`config.mk`:
```
export PLATFORM = sky130hd
export DESIGN_NAME = g3f_seq_ctrl
export DESIGN_NICKNAME = d
export VERILOG_FILES = /design/src/rtl/g3f_pkg.sv /design/src/rtl/g3f_div.sv /design/src/rtl/g3f_seq_ctrl.sv
export SDC_FILE = /design/constraint.sdc
export NUM_CORES = 1
export LEC_CHECK = 0
export ABC_AREA = 1
export CAP_MARGIN = 20
export CELL_PAD_IN_SITES_DETAIL_PLACEMENT = 0
export CELL_PAD_IN_SITES_GLOBAL_PLACEMENT = 1
export CORE_ASPECT_RATIO = 0.9
export CORE_MARGIN = 1.5
export CORE_UTILIZATION = 42
export CTS_BUF_LIST = sky130_fd_sc_hd__clkbuf_4 sky130_fd_sc_hd__clkbuf_8
export CTS_CLUSTER_DIAMETER = 200
export CTS_CLUSTER_SIZE = 40
export DETAILED_ROUTE_END_ITERATION = 10
export HOLD_SLACK_MARGIN = 0.06
export PLACE_DENSITY = 0.83
export SYNTH_ARGS = -nofsm -noshare
export SYNTH_HDL_FRONTEND = slang
export SYNTH_HIERARCHICAL = 1
export SYNTH_SLANG_ARGS = --single-unit
```
`constraint.sdc`:
```
create_clock -name SE -period 3.1 [get_ports SE]
set_input_delay 0.465 -clock SE [delete_from_list [all_inputs] [get_ports SE]]
set_output_delay 0.465 -clock SE [all_outputs]
set_load 0.01 [all_outputs]
```
`src/rtl/g3f_pkg.sv`:
```
// Shared types, phase constants and reset defaults for the g3f phase sequencer.
package g3f_pkg;

  typedef enum logic [1:0] {
    StIdle  = 2'd0,
    StRun   = 2'd1,
    StDrain = 2'd2
  } state_e;

  localparam logic [2:0] PhA = 3'b001;
  localparam logic [2:0] PhB = 3'b010;
  localparam logic [2:0] PhC = 3'b100;

  localparam logic [2:0]  PhReset     = PhA;
  localparam logic        DirReset    = 1'b0;
  localparam int unsigned PeriodReset = 1;
  localparam int unsigned DtReset     = 0;

  // Forward rotates a->b->c (shift up), reverse rotates a->c->b (shift down).
  function automatic logic [2:0] rot(input logic [2:0] ph, input logic dir);
    return dir ? {ph[0], ph[2:1]} : {ph[1:0], ph[2]};
  endfunction

endpackage

```
`src/rtl/g3f_div.sv`:
```
// Step-period counter: counts 0..period_eff-1 while enabled and flags the terminal count.
module g3f_div #(
  parameter int unsigned DIV_W = 16
) (
  input  logic             clk_i,
  input  logic             rst_i,
  input  logic             clr_i,
  input  logic             en_i,
  input  logic [DIV_W-1:0] period_eff_i,
  output logic             tc_o
);

  logic [DIV_W-1:0] cnt_q, cnt_d;

  assign tc_o = (cnt_q == period_eff_i - DIV_W'(1));

  always_comb begin
    cnt_d = cnt_q;
    if (clr_i) begin
      cnt_d = '0;
    end else if (en_i) begin
      cnt_d = tc_o ? '0 : cnt_q + DIV_W'(1);
    end
  end

  always_ff @(posedge clk_i) begin
    if (rst_i) begin
      cnt_q <= '0;
    end else begin
      cnt_q <= cnt_d;
    end
  end

endmodule

```
`src/rtl/g3f_seq_ctrl.sv`:
```
// Three-phase sequencer: one-hot phase ring, dead-time gated drives, start/stop FSM.
// Optional fault input/sticky flag enabled by defining G3F_FAULT_EN.
module g3f_seq_ctrl
  import g3f_pkg::*;
#(
  parameter int unsigned DIV_W = 16,
  parameter int unsigned DT_W  = 4
) (
  input  logic             SE,
  input  logic             RST,
  input  logic             CFG_VALID,
  output logic             CFG_READY,
  input  logic [DIV_W-1:0] CFG_PERIOD,
  input  logic [DT_W-1:0]  CFG_DT,
  input  logic             CFG_DIR,
  input  logic             START,
  input  logic             STOP,
`ifdef G3F_FAULT_EN
  input  logic             FAULT,
  output logic             FAULTED,
`endif
  output logic             Qa,
  output logic             Qb,
  output logic             Qc,
  output logic             P0,
  output logic             P1,
  output logic             P2,
  output logic             STEP,
  output logic             BUSY
);

  localparam int unsigned CmpW = (DIV_W > DT_W) ? DIV_W : DT_W;

  state_e           state_q;
  logic [2:0]       ph_q;
  logic [DT_W-1:0]  dtc_q, dt_q, dt_eff;
  logic [DIV_W-1:0] period_q, period_eff, period_m1;
  logic             dir_q, step_q;
  logic             tc, start_go, cfg_accept, fault, faulted;

  assign period_eff = (period_q == '0) ? DIV_W'(1) : period_q;
  assign period_m1  = period_eff - DIV_W'(1);
  // Clamp leaves at least one driven cycle per step.
  assign dt_eff = (CmpW'(dt_q) > CmpW'(period_m1)) ? DT_W'(period_m1) : dt_q;

  assign cfg_accept = CFG_VALID && (state_q == StIdle);
  assign start_go   = (state_q == StIdle) && START && !STOP && !faulted;

`ifdef G3F_FAULT_EN
  logic faulted_q;
  assign fault   = FAULT;
  assign faulted = faulted_q;
  assign FAULTED = faulted_q;

  always_ff @(posedge SE) begin
    if (RST) begin
      faulted_q <= 1'b0;
    end else if (FAULT) begin
      faulted_q <= 1'b1;
    end else if (cfg_accept) begin
      faulted_q <= 1'b0;
    end
  end
`else
  assign fault   = 1'b0;
  assign faulted = 1'b0;
`endif

  g3f_div #(
    .DIV_W(DIV_W)
  ) u_div (
    .clk_i       (SE),
    .rst_i       (RST),
    .clr_i       (start_go),
    .en_i        (state_q != StIdle),
    .period_eff_i(period_eff),
    .tc_o        (tc)
  );

  always_ff @(posedge SE) begin
    if (RST) begin
      state_q  <= StIdle;
      ph_q     <= PhReset;
      dtc_q    <= '0;
      dt_q     <= DT_W'(DtReset);
      period_q <= DIV_W'(PeriodReset);
      dir_q    <= DirReset;
      step_q   <= 1'b0;
    end else begin
      step_q <= 1'b0;
      if (dtc_q != '0) begin
        dtc_q <= dtc_q - DT_W'(1);
      end
      unique case (state_q)
        StIdle: begin
          if (cfg_accept) begin
            period_q <= CFG_PERIOD;
            dt_q     <= CFG_DT;
            dir_q    <= CFG_DIR;
          end
          if (start_go) begin
            state_q <= StRun;
            dtc_q   <= dt_eff;
          end
        end
        StRun: begin
          if (tc) begin
            ph_q   <= rot(ph_q, dir_q);
            step_q <= 1'b1;
            dtc_q  <= dt_eff;
          end
          if (STOP) begin
            state_q <= StDrain;
          end
        end
        StDrain: begin
          if (tc) begin
            state_q <= StIdle;
          end
        end
        default: state_q <= StIdle;
      endcase
      if (fault) begin
        state_q <= StIdle;
        step_q  <= 1'b0;
      end
    end
  end

  assign BUSY      = (state_q != StIdle);
  assign CFG_READY = (state_q == StIdle);
  assign STEP      = step_q;
  assign {Qc, Qb, Qa} = ph_q;
  assign {P2, P1, P0} = (BUSY && (dtc_q == '0)) ? ph_q : 3'b000;

endmodule

```
* Yosys cells after proc, flatten, opt, wreduce, memory -nomap -nowiden
Index checks and enable logic that the tools add are counted.
** Cells by class
- Add/sub/neg operators :: 3
- $lt $le $gt $ge :: 1
- Equality and inequality tests :: 6
- Muxes and demuxes :: 14
- Bitwise logic cells :: 1
- Reduce and logical (&&, ||, !) cells :: 15
** Operators with widths (count)
- two-way mux 16 bit :: 2
- adder 16 x 1 -> 16 bit (second input constant) :: 1
- equality test 16 bit :: 1
- > comparator 4 x 16 -> 1 bit :: 1
- logical NOT 16 bit :: 1
- two-way mux 4 bit :: 4
- subtractor 16 x 1 -> 16 bit (second input constant) :: 1
- one-hot mux 4 bit (2 select lines) :: 1
- two-way mux 2 bit :: 3
- two-way mux 3 bit :: 2
- one-hot mux 2 bit (3 select lines) :: 1
- logical AND 1 bit :: 4
- logical NOT 4 bit :: 1
- inequality test 2 x 1 -> 1 bit (second input constant) :: 2
- AND reduction 2 bit :: 2
- nonzero test 4 bit :: 1
- OR reduction 2 bit :: 2
- subtractor 4 x 1 -> 4 bit (second input constant) :: 1
- AND reduction 3 bit :: 1
- equality test 2 x 1 -> 1 bit (second input constant) :: 1
- equality test 2 bit (second input constant) :: 1
- logical NOT 2 bit :: 1
- inequality test 2 bit (second input constant) :: 1
- nonzero test 2 bit :: 1
- 3 further kinds :: 3
** Word-level totals
- Bits in registers :: 47
- Output and inout bits :: 9
- Word-level logic and storage cells :: 48

* Longest topological paths before layout
- Depth after elaboration :: 7
- Depth in mapped cells :: 22

* Cells and area by module
Netlist, hierarchy kept.
** Modules (own cells, without submodules)
- g3f_seq_ctrl :: instances 1, cells each 273, area an instance 1839.3 µm², seq. area each 620.6 µm²
- g3f_div :: instances 1, cells each 260, area an instance 1606.5 µm², seq. area each 320.3 µm²

* Worst setup path after synthesis
No wires, ideal clock.
- Kind :: register to register
- From :: reg period_q[9]
- To :: reg dtc_q[0]
- Setup time :: 0.070 ns
- Arrival :: 2.613 ns
- Setup slack :: 0.417 ns
- Cell stages (with the launch flop) :: 22
- Clock period less this slack :: 2.683 ns
- Path through :: dfxtp_1 > nor2_2 > nand2_2 > nor2_4 > nand2_2 > nand2_2 > inv_1 > ha_1 > nand3_4 > nor2_8 > nand2_1 > nand2_1 > nand2_1 > nor3b_1 > nand3_1 > nor2_1 > inv_1 > nor2_2 > nor2_1 > o21ai_0 > nand3_1 > a21oi_1
** RTL lines
- start, declared :: line g3f_seq_ctrl.sv:37 : logic [DIV_W-1:0] period_q, period_eff, period_m1;
- start signal, assigned :: line g3f_seq_ctrl.sv:86 : period_q <= DIV_W'(PeriodReset);
- logical NOT 16 bit :: line g3f_seq_ctrl.sv:41 : assign period_eff = (period_q == '0) ? DIV_W'(1) : period_q;
- two-way mux 16 bit :: line g3f_seq_ctrl.sv:41
- named net period_eff[0] :: line g3f_seq_ctrl.sv:37
- subtractor 16 x 1 -> 16 bit :: line g3f_div.sv:15 : assign tc_o = (cnt_q == period_eff_i - DIV_W'(1));
- equality test 16 bit :: line g3f_div.sv:15
- named net tc :: line g3f_seq_ctrl.sv:39 : logic tc, start_go, cfg_accept, fault, faulted;
- two-way mux 4 bit :: line g3f_seq_ctrl.sv:107 : if (tc) begin
- one-hot mux 4 bit (2 select lines) :: line g3f_seq_ctrl.sv:94 : unique case (state_q)
- end signal, assigned :: line g3f_seq_ctrl.sv:92 : dtc_q <= dtc_q - DT_W'(1);
- end signal, assigned :: line g3f_seq_ctrl.sv:103 : dtc_q <= dt_eff;
- end signal, assigned :: line g3f_seq_ctrl.sv:110 : dtc_q <= dt_eff;
- end, declared :: line g3f_seq_ctrl.sv:36 : logic [DT_W-1:0] dtc_q, dt_q, dt_eff;
The timed path passes the listed nets, and every way through them passes these cells.
A chain may end at the register's enable or synchronous reset.

* Worst setup path in the final report
- From :: reg period_q[10]
- To :: reg dtc_q[3]
Same word-level chain as after synthesis.

==> run_results.csv <==
group,metric,value,unit
outcome,status,"finished clean",
pwr,clockPowerShare,26.3,%
timing,worst_pin_slew,0.573,ns
synthesis,synthAdderAreaFrac,2.90,%
job,cap_violations,0,
worst_setup_path,critPathArrivalTime,3.00,ns
synthesis,synth_enable_flop_cells,0,
synthesis,synth-seq-cells,47,
hold_path,hold_class,"register to register",
clock_network,cts_tree,"built",
floorplan,ios,35,
placed_design,port_buffers,34,
timing,setup_violations,0,
routing,vias,3314,
timing,rsz0062_at_grt,"no",
pwr,p_leak,0.00182,uW
worst_setup_path,crit_slowest_cell,"dfxtp_2",
final_layout,finalNonFillerCells,668,
clock_network,h-tree-depth,2,
timing,layout_worst_path_cycle_share,91.1,%
synthesis,synth_xor_area_share,7.33,%
synthesis,async_reset_ff_share,0,%
timing,final_hold_viol_count,0,
worst_setup_path,reg2regPathDepth,21,
routing,wire_per_inst,13.2,um
final_layout,layout_commonest_cell,"nand2_1",
final_layout,layout-drive-gt1-share,14.4,%
synthesis,synthMuxAreaShare,0,%
clock_network,clk_pin_slew,0.10,ns
synthesis,syn_nets,567,
timing,fmax,0.354,GHz
pwr,power_frac_seq,37.5,%
final_layout,syn_to_final_growth,18.5,%
floorplan,start_util,43.1,%
global_routing,antenna_found_initial,0,
synthesis,syn-instance-count,533,
final_layout,nFillCells,838,
worst_setup_path,path_buf_inv,4,
worst_setup_path,timing.rr.end,"dtc_q[3]$_SDFF_PP0_",
worst_setup_path,critPathLaunchType,"register",
synthesis,yosysWarnings,6,
worst_setup_path,worst-path-stages,21,
routing,drtAntennaViolNets,0,
floorplan,die_w,98.5,um
routing,wl,8820,um
placed_design,place_inst,658,
final_layout,multiInputGateArea,0.00216,mm^2
hold_path,hold_depth,2,
clock_network,clock-sinks,47,
clock_network,insertion_delay,0.30,ns
global_routing,grt_usage,20.6,%
timing,fin_crit,2.82,ns
worst_setup_path,crit_path_end_kind,"register",
floorplan,rows,31,
clock_network,cts_hold_buf,0,
final_layout,diodes,0,
timing,fin_setup_tns,0,ns
final_layout,mostFrequentLayoutCells,"112 x nand2_1, 74 x nor2_1, 68 x inv_1",
global_routing,grt_overflow,0,
placed_design,place_congestion,0.881,
timing,relSlewSlack,61.7,%
pwr,p_switching,663,uW
synthesis,yosys.area_share.simple,41.5,%
pwr,ir_drop,0.322,mV
placed_design,dp_hpwl,7010,um
routing,drt-initial-drc-count,158,
final_layout,regArea,943,um^2
timing,fin_skew,0.00760,ns
clock_network,ctsLongestPathBuffers,2,
pwr,power_density,449,mW/mm^2
clock_network,cts_buffers,5,
global_routing,grt_pass1_vias,3102,
worst_setup_path,path_cells,"nor2_4 > nand2_2 > nor2_4 > nand2_2 > nand2_4 > inv_1 > ha_2 > nand3_4 > nor2_8 > nand2_1 > nand2_1 > nand2_1 > nor3b_2 > nand3_1 > nor2_2 > inv_1 > nor2_2 > buf_4 > inv_1 > nand3_1 > a21oi_1",
routing,drc,0,
clock_network,cts_root_buf,"clkbuf_8",
synthesis,synth_compound_area_share,10.1,%
global_routing,grt_pass1_wl,14600,um
pwr,comb_power_share,36.3,%
worst_setup_path,cpLargestDelayFamily,"simple AND/OR/NAND/NOR gates",
worst_setup_path,cp_slowest_stage_delay,0.42,ns
pwr,p_int,1170,uW
worst_setup_path,rrSetupSlack,0.28,ns
routing,firstDrtPassIters,5,
synthesis,yosysSeqAreaShare,27.3,%
worst_setup_path,crit_fanout,7,
worst_setup_path,cp.required,3.28,ns
worst_setup_path,critPathCapture,"dtc_q[3]$_SDFF_PP0_",
synthesis,syn_area,0.00345,mm^2
timing,drv_slew,0,
floorplan,die_area,0.00876,mm^2
synthesis,synth.distinct_cells,37,
synthesis,synth_top_family_by_area,"simple AND/OR/NAND/NOR gates",
synthesis,synth_area_per_cell,6.46,um^2
global_routing,grt_max_degree,25,
final_layout,fin_nets,602,
floorplan,core_area,0.00799,mm^2
floorplan,die_y,88.9,um
pwr,sw_frac_of_total,36.2,%
worst_setup_path,worst-setup-path-type,"register to register",
worst_setup_path,regToRegStartpoint,"period_q[10]$_SDFFE_PP0P_",
synthesis,synth_ff_type,"dfxtp_1",
routing,detail_route.vias_per_cell,4.96,
worst_setup_path,crit_start,"period_q[10]$_SDFFE_PP0P_",
cell type report:
type | instances | share of cell area (%)
Clock buffer | 6 | 2.02
Tap cell | 99 | 3.03
Inverter | 71 | 6.53
Sequential cell | 47 | 23.1
Timing Repair Buffer | 52 | 11.6
Clock inverter | 2 | 0.858
Multi-Input combinational cell | 391 | 52.8
synthesized netlist by cell type, types with 2 or more instances:
| cell type | n | area [um^2] |
|---|---|---|
| nand2_2 | 7 | 43.8 |
| ha_1 | 8 | 100 |
| xor2_1 | 18 | 158 |
| clkbuf_1 | 20 | 75.1 |
| o211ai_1 | 3 | 22.5 |
| nor3b_1 | 3 | 22.5 |
| o21ai_0 | 29 | 145 |
| nor3_1 | 4 | 20.0 |
| buf_2 | 2 | 10.0 |
| nor2_4 | 8 | 90.1 |
| nand3_1 | 29 | 145 |
| nand2_1 | 112 | 420 |
| nand4_1 | 15 | 93.8 |
| nand3b_1 | 4 | 30.0 |
| xnor2_1 | 9 | 78.8 |
| a21oi_1 | 30 | 150 |
| inv_1 | 68 | 255 |
| nand3_2 | 4 | 40.0 |
| dfxtp_1 | 47 | 941 |
| inv_2 | 3 | 11.3 |
| nand3_4 | 3 | 52.6 |
| nor2_1 | 76 | 285 |
| nor2_2 | 17 | 106 |
per-layer routing:
layer | GRT usage, % | vias to the layer above | wire length, um
met5 | 0 | - | 0
met4 | 3.97 | 0 | 82
met3 | 2.89 | 6 | 363
met2 | 34.7 | 62 | 3940
met1 | 28.7 | 1501 | 4430
li1 | - | 1745 | -
sequential cells by signal, summed over array words and instances, names as in the netlist:
name         count
dtc_q            4
u_div/cnt_q     16
ph_q             3
STEP             1
state_q          2
dir_q            1
period_q        16
dt_q             4
worst register-to-register path, delay by kind of cell, from the launching register on:
family / cells / cell delay (ns)
AND/OR/NAND/NOR: 15 / 1.51
flip-flops: 1 / 0.42
adder cells (fa/ha/maj): 1 / 0.28
buffers and inverters: 4 / 0.45
AO/OA/AOI/OAI: 1 / 0.06
power by group through the flow:
stage               Clock, uW  Sequential (uW)  Combinational [uW]
finish                    481              687                 665
floorplan                   0              699                 484
global route              517              694                 759
detailed placement          0              700                 653
CTS                       497              687                 658
global placement            0              700                 648
kinds of logic (layout without fill, tap and decap cells):
kind of cell | count (synthesis) | in the layout
AO/OA/AOI/OAI | 66 | 66
XOR/XNOR | 28 | 28
adder cells (fa/ha/maj) | 8 | 8
buffers and inverters | 95 | 131
flip-flops | 47 | 47
AND/OR/NAND/NOR | 289 | 289
what timing repair did:
item	in CTS	in global routing
endpoints found under the setup margin	0	8
setup buffers	0	2
resized for setup	0	8
worst min-delay path by stage:
stage / slack [ns] / from / to
6_report: 0.48 / dt_q[3]$_SDFFE_PP0P_ / dt_q[3]$_SDFFE_PP0P_
5_1_grt: 0.50 / dt_q[3]$_SDFFE_PP0P_ / dt_q[3]$_SDFFE_PP0P_
4_1_cts: 0.48 / dt_q[3]$_SDFFE_PP0P_ / dt_q[3]$_SDFFE_PP0P_
3_5_place_dp: 0.47 / dt_q[3]$_SDFFE_PP0P_ / dt_q[3]$_SDFFE_PP0P_
3_3_place_gp: 0.47 / dt_q[3]$_SDFFE_PP0P_ / dt_q[3]$_SDFFE_PP0P_
2_1_floorplan: 0.45 / dt_q[1]$_SDFFE_PP0P_ / dt_q[1]$_SDFFE_PP0P_
per-stage QoR:
stage / cell area, um^2 / utilization, % / hold slack (ns) / setup slack (ns) / power, uW
2_1_floorplan: 3450 / - / 0.448 / 0.417 / 1180
3_3_place_gp: 3920 / 49.1 / 0.471 / 0.124 / 1350
4_1_cts: 4040 / 50.6 / 0.484 / 0.00193 / 1840
6_report: 4080 / 51.1 / 0.479 / 0.276 / 1830
5_1_grt: 4080 / 51.1 / 0.501 / 0.00377 / 1970
3_5_place_dp: 3920 / 49.1 / 0.470 / 0.0265 / 1350
Power figures use the tool's default switching activity.
